`src/rtl/conv_flatten_buffer_if.sv`:
```
// Handshake bundle between the conv/pool capture side, the flatten buffer and
// the dense-layer consumer. The buffer itself uses the slave modport.
interface conv_flatten_buffer_if #(
  parameter int BitSize            = 4,
  parameter int NumberOfK          = 8,
  parameter int ProcessingElements = 4
) ();
  logic [NumberOfK-1:0]                  in_valid;
  logic [ProcessingElements*BitSize-1:0] in_data;
  logic                                  in_ready;
  logic                                  out_valid;
  logic [BitSize-1:0]                    out_data;
  logic                                  out_last;
  logic                                  out_ready;
  logic                                  overflow;

  modport slave (
    input  in_valid, in_data, out_ready,
    output in_ready, out_valid, out_data, out_last, overflow
  );

  modport master (
    output in_valid, in_data, out_ready,
    input  in_ready, out_valid, out_data, out_last, overflow
  );
endinterface

```
`src/rtl/conv_flatten_buffer.sv`:
```
// conv_flatten_buffer: captures one frame of per-kernel feature-map pixels and
// replays it as a channel-major serial stream (index k*PixelsPerChannel + p).
// Optional macro CONV_FLATTEN_DOUBLE_BUFFER_EN adds a second storage bank so
// capture of the next frame overlaps the drain of the current one.
// res_n is an asynchronous, active-high reset despite its name.
module conv_flatten_buffer #(
  parameter int BitSize            = 4,
  parameter int NumberOfK          = 8,
  parameter int ProcessingElements = 4,
  parameter int PixelsPerChannel   = 4
) (
  input logic                  clk,
  input logic                  res_n,
  conv_flatten_buffer_if.slave bus
);

  localparam int BW = BitSize;
  localparam int NK = NumberOfK;
  localparam int PE = ProcessingElements;
  localparam int PPC = PixelsPerChannel;
`ifdef CONV_FLATTEN_DOUBLE_BUFFER_EN
  localparam int NB = 2;
`else
  localparam int NB = 1;
`endif
  localparam int PW    = (PPC > 1) ? $clog2(PPC) : 1;
  localparam int KW    = (NK > 1) ? $clog2(NK) : 1;
  localparam int DEPTH = NB * PPC * NK;
  localparam int AW    = (DEPTH > 1) ? $clog2(DEPTH) : 1;
  localparam logic [PW-1:0] P_LAST = PW'(PPC - 1);
  localparam logic [KW-1:0] K_LAST = KW'(NK - 1);

  typedef enum logic [0:0] {
    S_FILL  = 1'b0,
    S_DRAIN = 1'b1
  } state_e;

  // Flat storage: entry = (bank * PPC + pixel) * NK + channel.
  function automatic logic [AW-1:0] addr_f(input logic bank,
                                           input logic [PW-1:0] p,
                                           input logic [KW-1:0] k);
    int a;
    a = ((int'(bank) * PPC) + int'(p)) * NK + int'(k);
    return AW'(a);
  endfunction

  // Channel k always rides on lane k mod PE.
  function automatic logic [BW-1:0] lane_f(input logic [PE*BW-1:0] data,
                                           input int k);
    return data[(k % PE)*BW +: BW];
  endfunction

  logic [BW-1:0] mem_q [DEPTH];

  state_e        state_q, state_d;
  logic [PW-1:0] p_q, p_d;
  logic [KW-1:0] rd_k_q, rd_k_d;
  logic [PW-1:0] rd_p_q, rd_p_d;
  logic          out_valid_q, out_valid_d;
  logic [BW-1:0] out_data_q, out_data_d;
  logic          out_last_q, out_last_d;
  logic          in_ready_q, in_ready_d;
  logic          overflow_q, overflow_d;

  logic [NK-1:0] wr_en_s;
  logic          pix_done_s;
  logic          frame_done_s;
  logic          hs_s;
  logic          rd_last_s;
  logic          start_s;
  logic          load_s;
  logic          rd_done_s;
  logic          wr_bank_s;
  logic          rd_bank_s;
  logic [AW-1:0] rd_addr_s;
  logic [BW-1:0] rd_data_s;

`ifdef CONV_FLATTEN_DOUBLE_BUFFER_EN
  logic       wr_bank_q, wr_bank_d;
  logic       rd_bank_q, rd_bank_d;
  logic [1:0] full_q, full_d;

  assign wr_bank_s = wr_bank_q;
  assign rd_bank_s = rd_bank_q;
  // Drain the oldest frame: one already parked, or the one completing now.
  assign start_s   = full_q[rd_bank_q] | (frame_done_s & (wr_bank_q == rd_bank_q));
`else
  assign wr_bank_s = 1'b0;
  assign rd_bank_s = 1'b0;
  assign start_s   = frame_done_s;
`endif

  // Capture is gated by the registered ready so dropped beats never land in storage.
  assign wr_en_s      = in_ready_q ? bus.in_valid : {NK{1'b0}};
  assign pix_done_s   = in_ready_q & bus.in_valid[NK-1];
  assign frame_done_s = pix_done_s & (p_q == P_LAST);
  assign hs_s         = out_valid_q & bus.out_ready;
  assign rd_last_s    = (rd_k_q == K_LAST) & (rd_p_q == P_LAST);

  // Pixel counter, drain index and output sequencing.
  always_comb begin
    state_d     = state_q;
    p_d         = p_q;
    rd_k_d      = rd_k_q;
    rd_p_d      = rd_p_q;
    out_valid_d = out_valid_q;
    out_last_d  = out_last_q;
    load_s      = 1'b0;
    rd_done_s   = 1'b0;

    if (pix_done_s) begin
      p_d = frame_done_s ? {PW{1'b0}} : (p_q + PW'(1));
    end else begin
      p_d = p_q;
    end

    case (state_q)
      S_FILL: begin
        if (start_s) begin
          state_d     = S_DRAIN;
          rd_k_d      = {KW{1'b0}};
          rd_p_d      = {PW{1'b0}};
          out_valid_d = 1'b1;
          out_last_d  = (NK == 1) && (PPC == 1);
          load_s      = 1'b1;
        end else begin
          state_d = S_FILL;
        end
      end
      S_DRAIN: begin
        if (hs_s) begin
          if (rd_last_s) begin
            state_d     = S_FILL;
            rd_k_d      = {KW{1'b0}};
            rd_p_d      = {PW{1'b0}};
            out_valid_d = 1'b0;
            out_last_d  = 1'b0;
            rd_done_s   = 1'b1;
          end else begin
            if (rd_p_q == P_LAST) begin
              rd_p_d = {PW{1'b0}};
              rd_k_d = rd_k_q + KW'(1);
            end else begin
              rd_p_d = rd_p_q + PW'(1);
              rd_k_d = rd_k_q;
            end
            out_last_d = (rd_k_d == K_LAST) && (rd_p_d == P_LAST);
            load_s     = 1'b1;
          end
        end else begin
          state_d = S_DRAIN;
        end
      end
      default: begin
        state_d     = S_FILL;
        out_valid_d = 1'b0;
        out_last_d  = 1'b0;
      end
    endcase
  end

  // Storage read for the next output element, forwarding a same-cycle capture.
  always_comb begin
    rd_addr_s = addr_f(rd_bank_s, rd_p_d, rd_k_d);
    rd_data_s = mem_q[rd_addr_s];
    for (int k = 0; k < NK; k++) begin
      rd_data_s = (wr_en_s[k] && (addr_f(wr_bank_s, p_q, KW'(k)) == rd_addr_s))
                  ? lane_f(bus.in_data, k) : rd_data_s;
    end
    out_data_d = load_s ? rd_data_s : out_data_q;
  end

  // Capture-space tracking, ready generation and sticky overflow.
  always_comb begin
    overflow_d = overflow_q | (~in_ready_q & (|bus.in_valid));
`ifdef CONV_FLATTEN_DOUBLE_BUFFER_EN
    full_d    = full_q;
    wr_bank_d = wr_bank_q;
    rd_bank_d = rd_bank_q;
    if (frame_done_s) begin
      full_d[wr_bank_q] = 1'b1;
      wr_bank_d         = ~wr_bank_q;
    end else begin
      wr_bank_d = wr_bank_q;
    end
    if (rd_done_s) begin
      full_d[rd_bank_q] = 1'b0;
      rd_bank_d         = ~rd_bank_q;
    end else begin
      rd_bank_d = rd_bank_q;
    end
    in_ready_d = ~full_d[wr_bank_d];
`else
    in_ready_d = (state_d == S_FILL);
`endif
  end

  // Control and output registers.
  always_ff @(posedge clk or posedge res_n) begin
    if (res_n) begin
      state_q     <= S_FILL;
      p_q         <= {PW{1'b0}};
      rd_k_q      <= {KW{1'b0}};
      rd_p_q      <= {PW{1'b0}};
      out_valid_q <= 1'b0;
      out_data_q  <= {BW{1'b0}};
      out_last_q  <= 1'b0;
      in_ready_q  <= 1'b1;
      overflow_q  <= 1'b0;
`ifdef CONV_FLATTEN_DOUBLE_BUFFER_EN
      wr_bank_q   <= 1'b0;
      rd_bank_q   <= 1'b0;
      full_q      <= 2'b00;
`endif
    end else begin
      state_q     <= state_d;
      p_q         <= p_d;
      rd_k_q      <= rd_k_d;
      rd_p_q      <= rd_p_d;
      out_valid_q <= out_valid_d;
      out_data_q  <= out_data_d;
      out_last_q  <= out_last_d;
      in_ready_q  <= in_ready_d;
      overflow_q  <= overflow_d;
`ifdef CONV_FLATTEN_DOUBLE_BUFFER_EN
      wr_bank_q   <= wr_bank_d;
      rd_bank_q   <= rd_bank_d;
      full_q      <= full_d;
`endif
    end
  end

  // Frame storage; slots not written in a frame keep their old value.
  always_ff @(posedge clk or posedge res_n) begin
    if (res_n) begin
      for (int e = 0; e < DEPTH; e++) begin
        mem_q[e] <= {BW{1'b0}};
      end
    end else begin
      for (int k = 0; k < NK; k++) begin
        if (wr_en_s[k]) begin
          mem_q[addr_f(wr_bank_s, p_q, KW'(k))] <= lane_f(bus.in_data, k);
        end
      end
    end
  end

  assign bus.in_ready  = in_ready_q;
  assign bus.out_valid = out_valid_q;
  assign bus.out_data  = out_data_q;
  assign bus.out_last  = out_last_q;
  assign bus.overflow  = overflow_q;

endmodule
```
`src/flat_wrapper.sv`:
```
// flat-port wrapper written by rule: the top's interface ports become plain ports
module conv_flatten_buffer_flat 
#(
  parameter int BitSize            = 4,
  parameter int NumberOfK          = 8,
  parameter int ProcessingElements = 4,
  parameter int PixelsPerChannel   = 4
)
  (clk, res_n, bus_in_valid, bus_in_data, bus_out_ready, bus_in_ready, bus_out_valid, bus_out_data, bus_out_last, bus_overflow);
  conv_flatten_buffer_if #(.BitSize(BitSize), .NumberOfK(NumberOfK), .ProcessingElements(ProcessingElements)) bus_i ();
  input logic clk;
  input logic res_n;
  input wire logic [$bits(bus_i.in_valid)-1:0] bus_in_valid;
  input wire logic [$bits(bus_i.in_data)-1:0] bus_in_data;
  input wire logic [$bits(bus_i.out_ready)-1:0] bus_out_ready;
  output wire logic [$bits(bus_i.in_ready)-1:0] bus_in_ready;
  output wire logic [$bits(bus_i.out_valid)-1:0] bus_out_valid;
  output wire logic [$bits(bus_i.out_data)-1:0] bus_out_data;
  output wire logic [$bits(bus_i.out_last)-1:0] bus_out_last;
  output wire logic [$bits(bus_i.overflow)-1:0] bus_overflow;
  assign bus_i.in_valid = bus_in_valid;
  assign bus_i.in_data = bus_in_data;
  assign bus_i.out_ready = bus_out_ready;
  assign bus_in_ready = bus_i.in_ready;
  assign bus_out_valid = bus_i.out_valid;
  assign bus_out_data = bus_i.out_data;
  assign bus_out_last = bus_i.out_last;
  assign bus_overflow = bus_i.overflow;
  conv_flatten_buffer #(.BitSize(BitSize), .NumberOfK(NumberOfK), .ProcessingElements(ProcessingElements), .PixelsPerChannel(PixelsPerChannel)) u_core (.clk(clk), .res_n(res_n), .bus(bus_i));
endmodule
```
`config.mk`:
```
export PLATFORM = sky130hd
export DESIGN_NAME = conv_flatten_buffer_flat
export DESIGN_NICKNAME = d
export VERILOG_FILES = /design/src/rtl/conv_flatten_buffer_if.sv /design/src/rtl/conv_flatten_buffer.sv /design/src/flat_wrapper.sv
export SDC_FILE = /design/constraint.sdc
export NUM_CORES = 1
export LEC_CHECK = 0
export CAP_MARGIN = 15
export CORE_UTILIZATION = 44
export DETAILED_ROUTE_END_ITERATION = 7
export PLACE_DENSITY_LB_ADDON = 0.12
export SYNTH_ARGS = -nofsm -noshare
export SYNTH_HDL_FRONTEND = slang
export SYNTH_SLANG_ARGS = --single-unit
```
`constraint.sdc`:
```
create_clock -name clk -period 4.5 [get_ports clk]
set_input_delay 0.9 -clock clk [delete_from_list [all_inputs] [get_ports clk]]
set_output_delay 0.9 -clock clk [all_outputs]
set_load 0.005 [all_outputs]
```
Yosys cells after proc, flatten, opt, wreduce, memory -nomap -nowiden
Index checks and enable logic that the tools add are counted.
{"block": "word_totals", "n_memories": 0, "elab_cells": 198, "reg_bits": 144, "output_inout_bits": 8, "latch_bits": 0, "inputBits": 27, "ram_bits": 0, "rom_bits": 0}
{"block": "classes", "n_mul": 0, "div_mod_pow": 0, "n_shift": 0, "eq_ne": 16, "n_reduce_logical": 20, "magnitude_cmp": 17, "bitwise_logic": 18, "n_mux": 75, "n_addsub": 11}
{"op": "bitwise mux 128 bit", "n": 8}
{"op": "2-to-1 mux 128 bit", "n": 8}
{"op": "demux 4 bit (select 5 bit)", "n": 8}
{"op": "2-to-1 mux 4 bit", "n": 18}
{"op": "greater-or-equal comparator 6 bit, second input constant", "n": 9}
{"op": "NOT 5 -> 6 bit", "n": 9}
{"op": "less-than comparator 6 x 1 -> 1 bit, second input constant", "n": 8}
{"op": "== test 5 bit", "n": 8}
{"op": "2-to-1 mux 3 bit", "n": 7}
{"op": "adder 5 x 3 -> 5 bit, second input constant", "n": 4}
{"op": "binary-select mux 4 bit (select 5 bit)", "n": 1}
{"op": "logical AND 1 bit", "n": 17}
{"op": "2-to-1 mux 2 bit", "n": 8}
{"op": "adder 5 x 2 -> 5 bit, second input constant", "n": 2}
{"op": "2-to-1 mux 1 bit", "n": 10}
{"op": "2-to-1 mux 8 bit", "n": 1}
{"op": "one-hot mux 1 bit (2 select lines)", "n": 4}
{"op": "OR reduction 8 bit", "n": 1}
{"op": "== test 2 bit, second input constant", "n": 3}
{"op": "== test 3 bit, second input constant", "n": 2}
{"op": "one-hot mux 3 bit (2 select lines)", "n": 1}
{"op": "adder 5 x 1 -> 5 bit, second input constant", "n": 1}
{"op": "adder 5 x 3 -> 5 bit", "n": 1}
{"op": "bitwise AND 1 bit", "n": 5}
{"op": "9 further kinds", "n": 13}

Depth between registers and ports, before layout
Gate-level depths: netlist of the first run.
{"block": "depth", "depth_word": 21, "depth_mapped": 12, "depth_no_buf": 10}

Worst setup path after synthesis of the first run
No wires, ideal clock.
{"block": "synth_timing", "kind": "input to register", "start": "in bus_in_valid[7]", "end": "reg u_core.out_data_q[1] (netlist: u_core.bus.out_data[1])", "setup_time_ps": 121, "t_required_ps": 4379, "stages": 9, "t_arrival_ps": 2709, "setup_slack_ps": 1670, "path_buffers": 1, "path_cell_list": "buf_2 > and4b_1 > nor2_1 > a221o_2 > and4_4 > nor4_1 > a21boi_1 > or3_1 > o21ai_1"}
{"block": "synth_via", "elab_chain_len": 17, "word_cells_on_any_way": 38, "classes_between": "add/sub: 1; eq/ne: 8; mux: 18; bitwise: 3; reduce/logical: 8"}
{"item": "start: declaration", "line": "flat_wrapper.sv:13", "source": "input wire logic [$bits(bus_i.in_valid)-1:0] bus_in_valid;"}
{"item": "bitwise AND 1 bit", "line": "conv_flatten_buffer.sv:95", "source": "assign pix_done_s = in_ready_q & bus.in_valid[NK-1];"}
{"item": "bitwise AND 1 bit", "line": "conv_flatten_buffer.sv:96", "source": "assign frame_done_s = pix_done_s & (p_q == P_LAST);"}
{"item": "2-to-1 mux 3 bit / 2-to-1 mux 2 bit (equally long branches)", "line": "conv_flatten_buffer.sv:119", "source": "if (start_s) begin"}
{"item": "one-hot mux 3 bit (2 select lines) / one-hot mux 2 bit (2 select lines) (equally long branches)", "line": "conv_flatten_buffer.sv:117", "source": "case (state_q)"}
{"item": "adder 5 x 3 -> 5 bit", "line": "conv_flatten_buffer.sv:43", "source": "a = ((int'(bank) * PPC) + int'(p)) * NK + int'(k);"}
{"item": "NOT 5 -> 6 bit (not written as such)", "line": "conv_flatten_buffer.sv:165", "source": "rd_data_s = mem_q[rd_addr_s];"}
{"item": "binary-select mux 4 bit (select 5 bit)", "line": "conv_flatten_buffer.sv:165"}
{"item": "2-to-1 mux 4 bit (not written as such) (2 in series)", "line": "conv_flatten_buffer.sv:165"}
{"item": "2-to-1 mux 4 bit (8 in series)", "line": "conv_flatten_buffer.sv:168", "source": "? lane_f(bus.in_data, k) : rd_data_s;"}
{"item": "end signal: assignment", "line": "conv_flatten_buffer.sv:206", "source": "out_data_q <= {BW{1'b0}};"}
{"item": "end signal: assignment", "line": "conv_flatten_buffer.sv:221", "source": "out_data_q <= out_data_d;"}
{"item": "end: declaration", "line": "conv_flatten_buffer.sv:60", "source": "logic [BW-1:0] out_data_q, out_data_d;"}
Several ways; a longest one is shown, not always the timed one. The select of a mux whose other input is x is not followed.
A chain may end at the register's enable or synchronous reset.

Worst setup path in the final report of the first run
{"block": "layout_timing", "start": "in bus_in_valid[7]", "end": "reg u_core.out_data_q[2] (netlist: u_core.bus.out_data[2])"}
Same word-level chain as after synthesis.

==> results of run 1 <==
## critical path, cell delays in order
cell,delay [ps]
clkdlybuf4s50_1,670
nand4b_4,300
nand3_2,270
buf_4,280
o21ai_2,110
buf_4,260
nand4_1,360
o21bai_2,420
a211oi_1,150
a211oi_1,260
o21ai_1,100
## cell usage after synthesis (all sizes together), types with 9 or more instances
master / count / area, sq um
a21oi: 12 / 78.8
nor2: 12 / 47.6
mux2: 90 / 1010
inv: 15 / 56.3
clkbuf: 16 / 72.6
a221oi: 31 / 297
and3: 10 / 68.8
buf: 22 / 128
nand2: 91 / 347
mux2i: 22 / 233
a21boi: 10 / 93.8
o21ai: 78 / 409
dfrtp: 143 / 3580
nor3: 9 / 61.3
nand3: 24 / 130
## per-stage QoR
stage	setup slack, ps	hold WS, ps	total power, mW
6_report	698	470	6.13
5_1_grt	606	486	6.45
4_1_cts	816	472	6.12
3_5_place_dp	373	456	4.70
3_3_place_gp	384	450	4.65
2_1_floorplan	1670	442	3.92
## logic make-up (layout without fill, tap and decap cells)
group	after synthesis	after routing
fa+ha+maj	8	8
simple gates	187	187
buf+inv	53	94
flops	144	144
compound gates	185	185
mux	112	112
## how the worst max path moves through the flow
stage / startpoint / endpoint / depth (start not counted) / slack, ps
2_1_floorplan: bus_in_valid[7] / u_core.bus.out_data[1] / 9 / 1670
3_3_place_gp: bus_in_valid[7] / u_core.bus.out_data[1] / 11 / 380
3_5_place_dp: bus_in_valid[7] / u_core.bus.out_data[1] / 11 / 370
4_1_cts: bus_in_valid[7] / u_core.bus.out_data[1] / 11 / 820
5_1_grt: bus_in_valid[7] / u_core.bus.out_data[2] / 11 / 610
6_report: bus_in_valid[7] / u_core.bus.out_data[2] / 11 / 700
## flip-flops by register name (all words and copies together) (netlist names), 2 cells and up
| register | count |
|---|---|
| u_core.mem_q | 128 |
| u_core.bus.out_data | 4 |
| u_core.rd_k_q | 3 |
| u_core.p_q | 2 |
| u_core.rd_p_q | 2 |
## layout make-up
type | count | area [sq um]
Multi-Input combinational cell | 492 | 3690
Sequential cell | 144 | 3600
Fill cell | 1478 | 7960
Inverter | 15 | 60.1
Timing Repair Buffer | 49 | 465
Clock inverter | 11 | 134
Clock buffer | 19 | 453
Tap cell | 220 | 275
## metal layers
metal / part of all wire [%] / up-vias / routed length, um / GRT usage (%)
met5: 0 / - / 0 / 0
met3: 4.6 / 45 / 1130 / 5.75
li1: - / 2640 / - / -
met1: 43 / 3046 / 10600 / 37.1
met4: 3.5 / 0 / 855 / 11.2
met2: 49 / 217 / 11900 / 48.3
## power groups by stage
stage	registers [mW]	logic (mW)	clock network, mW
floorplan	2.17	1.75	0
global placement	2.34	2.30	0
detailed placement	2.36	2.35	0
CTS	2.34	2.35	1.43
global route	2.41	2.55	1.49
finish	2.35	2.37	1.41
==> results by group, run 1 <==
STA
  • Worst Tran Pin Value: 781 ps
  • Period utilization: 84.5%
  • Final Critical Period: 3800 ps
  • Worst rel slew slack: 47.9%
  • Setup Viol. Count Final: 0
  • Clock skew: 9.68 ps
  • RSZ-0062 raised after global routing: no
  • TNS Setup: 0 ps
  • FMAX: 0.263 GHz
  • Max Transition Viols Final: 0
  • Final Hold Viols: 0

Synthesis
  • Synth Area in Compound Gates: 17.9%
  • Yosys synthesis warning count: 0
  • Post-Synthesis Cells: 689
  • Post-Synth Simple-Gate Area: 13.1%
  • Mapped Nets: 724
  • Mapped Area: 7550 sq um
  • Top_reg_cell synth: dfrtp_1
  • Post-Synth XOR/XNOR Area: 0%
  • Seq/Total Area, Yosys: 47.7%
  • Main combinational cell family by area after synthesis: compound AO/OA/AOI/OAI gates
  • Post-synth EDFFs: 0
  • Mean Syn Cell Area: 11.0 sq um
  • Mux cell area share after synthesis: 16.5%
  • FF+latch count, synth: 144
  • Distinct cell type count after synthesis: 88
  • Synth async-reset ratio: 100%
  • Adder-cell share of the synthesized area: 1.33%

Clock network
  • Worst-path clk slew: 60 ps
  • # H-tree levels: 4
  • CTS Hold Buffers Added: 0
  • CTS sink count: 144
  • CTS max path bufs: 2
  • CTS buffer count: 17
  • Post-CTS sizing: 0
  • Worst-skew pair later-pin latency: 430 ps
  • Clk root buf: clkbuf_16
  • CTS tree: built
  • Post-CTS Setup Inserts: 0

Floorplan
  • Starting Density: 45.4%
  • Core Region: 16600 sq um
  • Die area: 17700 sq um
  • # rows: 47
  • Die H: 133 um
  • I/O Pins: 35
  • Die extent in x: 133 um

Final layout
  • Layout Area Growth over Synthesis: 15.0%
  • Layout Cells excl Fill: 950
  • Commonest non-fill, non-tap cell in the layout: dfrtp_1
  • Final Core Density: 52.2%
  • Design area: 8680 sq um
  • Nets@finish: 754
  • Layout cells sized above 1: 24.4%
  • Most frequent cells in the layout: dfrtp_1 (143), mux2_2 (90), nand2_1 (89)
  • Ant diodes: 0

Placed design
  • Area after DPL: 8090 sq um
  • I/O Buffers: 34
  • RePlAce Congestion: 0.996
  • Placed Cells incl. Taps: 920
  • Dpl hpwl: 17.5 mm

Min path
  • Min-delay src: u_core.bus.overflow
  • Hold depth: 1
  • HP Class: reg2reg
  • WHS Endpoint: u_core.bus.overflow

GRT
  • Number of antenna violations at the first check in global routing: 0
  • Grt ovf: 0
  • Largest net degree at the start of global routing: 145
  • Vias in the first global route: 5996
  • First-pass GRT wire length: 37.1 mm
  • Tot GR Track Use: 29.0%

Route
  • Final WL: 24.4 mm
  • Per-cell routed wire length: 25.7 um
  • DRC: 0
  • Via Count: 5948
  • Post-route ant nets: 0
  • Pre-Repair DR Iteration Count: 6
  • Vias per cell: 6.26
  • 1st-iter DRT viols: 506

Power and ir drop
  • Pwr per Cell Area: 706 nW/um^2
  • Pint: 3.81 mW
  • Pleak: 3.58 nW
  • Gate power share: 38.6%
  • Switching Share: 37.9%
  • Clock power share: 23.0%
  • Flop pwr share: 38.4%
  • Worst VDD drop: 408 uV
  • NetSw: 2.32 mW

Worst setup path
  • Worst Path Max Fanout: 19
  • R2r worst-path depth: 11
  • Crit path kind: in2reg
  • CP Capture Type: flip-flop
  • Register-to-Register Setup Slack: 1070 ps
  • Critical Path Start Type: input pin
  • Reg-to-reg endpoint: u_core.bus.out_data[2]
  • Worst EP required: 4800 ps
  • Critical Path AT: 4100 ps
  • Worst r2r src: u_core.rd_k_q[0]

Flow run
  • Max-cap violations: 0

Run status
  • Status: finished clean
(Power assumes the default switching activity.)
==> run 2, diff against run 1 <==
Clock period 4.5 ns to 3.7 ns, I/O delays scaled along.
==> run 2 against run 1 <==
Compared with the run above: total power rose by 24%; global-route usage rose by 2.0 points; register-to-register slack got worse by 560 ps; largest cell class unchanged; largest power group unchanged.
==> results by group, run 2 (same netlist as run 1, synthesis figures left out) <==
Run status
  • Status: finished clean

Clock network
  • Post-CTS sizing: 0
  • Clk root buf: clkbuf_16
  • CTS tree: built
  • CTS buffer count: 17
  • Worst-skew pair later-pin latency: 420 ps
  • CTS max path bufs: 2
  • # H-tree levels: 4
  • Post-CTS Setup Inserts: 0
  • CTS Hold Buffers Added: 0
  • Worst-path clk slew: 60 ps
  • CTS sink count: 144

Worst setup path
  • Critical Path AT: 3530 ps
  • Worst EP required: 4010 ps
  • Reg-to-reg endpoint: u_core.bus.out_data[2]
  • Critical Path Start Type: input pin
  • Worst r2r src: u_core.rd_k_q[1]
  • Worst Path Max Fanout: 7
  • Register-to-Register Setup Slack: 510 ps
  • R2r worst-path depth: 11
  • Crit path kind: in2reg
  • CP Capture Type: flip-flop

Final layout
  • Layout Area Growth over Synthesis: 18.5%
  • Ant diodes: 0
  • Number of flip-flops in the largest register: 128
  • Area of the multi-input gates: 3690 sq um
  • Commonest non-fill, non-tap cell in the layout: dfrtp_1
  • Largest register by flop count: u_core.mem_q
  • Layout cells sized above 1: 27.3%
  • Final Core Density: 53.8%
  • Register area: 3600 sq um
  • FILL cells: 1482
  • Nets@finish: 783
  • Most frequent cells in the layout: dfrtp_1 (143), mux2_2 (90), nand2_1 (89)

GRT
  • First-pass GRT wire length: 39.3 mm
  • Vias in the first global route: 6298
  • Grt ovf: 0
  • Number of antenna violations at the first check in global routing: 0
  • Tot GR Track Use: 31.0%
  • Largest net degree at the start of global routing: 88

Route
  • Top Metal Used: met4
  • Routed met2 length: 12.5 mm
  • Pre-Repair DR Iteration Count: 5
  • Wl on met1: 10.9 mm
  • Post-route ant nets: 0
  • Final WL: 25.8 mm
  • Vias per cell: 6.18
  • Via Count: 6063
  • Routed wl met3: 1.25 mm
  • 1st-iter DRT viols: 475
  • Per-cell routed wire length: 26.3 um
  • DRC: 0

Floorplan
  • Die area: 17700 sq um
  • Die H: 133 um
  • I/O Pins: 35
  • # rows: 47
  • Core Region: 16600 sq um
  • Die extent in x: 133 um
  • Starting Density: 45.4%

Placed design
  • Dpl ws: 93.2 ps
  • I/O Buffers: 34
  • RePlAce Congestion: 0.969
  • Dpl hpwl: 19.1 mm

STA
  • Final Hold Viols: 0
  • Final Critical Period: 3220 ps
  • Setup Viol. Count Final: 0
  • Worst Tran Pin Value: 626 ps
  • Period utilization: 87.1%
  • Clock skew: 10.3 ps
  • FMAX: 0.310 GHz
  • RSZ-0062 raised after global routing: no
  • Final worst setup slack: 476 ps
  • TNS Setup: 0 ps
  • Max Transition Viols Final: 0
  • Worst rel slew slack: 58.1%

Power and ir drop
  • Final Power: 7.63 mW
  • Pleak: 3.73 nW
  • Pwr per Cell Area: 853 nW/um^2
  • Worst VDD drop: 593 uV

Flow run
  • Max-cap violations: 0

Min path
  • WHS Endpoint: u_core.mem_q[52]
  • Hold depth: 2
  • Min-delay src: u_core.mem_q[52]
  • HP Class: reg2reg
==> run 2: worst max-delay path by stage <==
stage / slack, ps / from / to / cells past startpoint
floorplan: 1030 / bus_in_valid[7] / u_core.bus.out_data[1] / 9
global placement: 40 / bus_in_valid[7] / u_core.bus.out_data[1] / 10
detailed placement: 90 / bus_out_ready / u_core.bus.out_data[1] / 10
CTS: 510 / bus_out_ready / u_core.bus.out_data[1] / 10
global route: 320 / u_core.rd_k_q[1] / u_core.bus.out_data[2] / 11
finish: 480 / bus_out_ready / u_core.bus.out_data[1] / 10
==> run 2: through the flow <==
step	instances	cell area (sq um)	hold slack, ps
detailed placement	949	8370	466
global placement	949	8370	453
floorplan	689	7550	442
CTS	981	8950	481
global route	981	8950	504
finish	981	8950	480
==> run 2: layout make-up <==
| class | count | area share, % |
|---|---|---|
| multi-input combinational | 492 | 41.2 |
| sequential | 144 | 40.3 |
| timing repair buffer | 78 | 8.33 |
| clock buffer | 18 | 4.80 |
| tap | 220 | 3.08 |
| clock inverter | 14 | 1.61 |
| inverter | 15 | 0.671 |
==> run 2: critical path: stages <==
cell and delay [ps]:
clkdlybuf4s50_1 610, and3_1 300, nor2_1 100, a221o_2 460, and4_4 210, buf_4 130, nor4_1 410, a21boi_1 320
or3_1 170, o21ai_1 70
==> run 2: report_power, final <==
group | internal [mW] | switching, mW
registers | 2.33 | 0.500
logic | 1.39 | 1.71
clock network | 0.948 | 0.749
total | 4.67 | 2.96
==> run 2: layer usage <==
layer	track usage [%]	up-vias
li1	-	2691
met1	40.1	3078
met2	51.0	234
met3	4.79	60
met4	14.7	0
met5	0	-
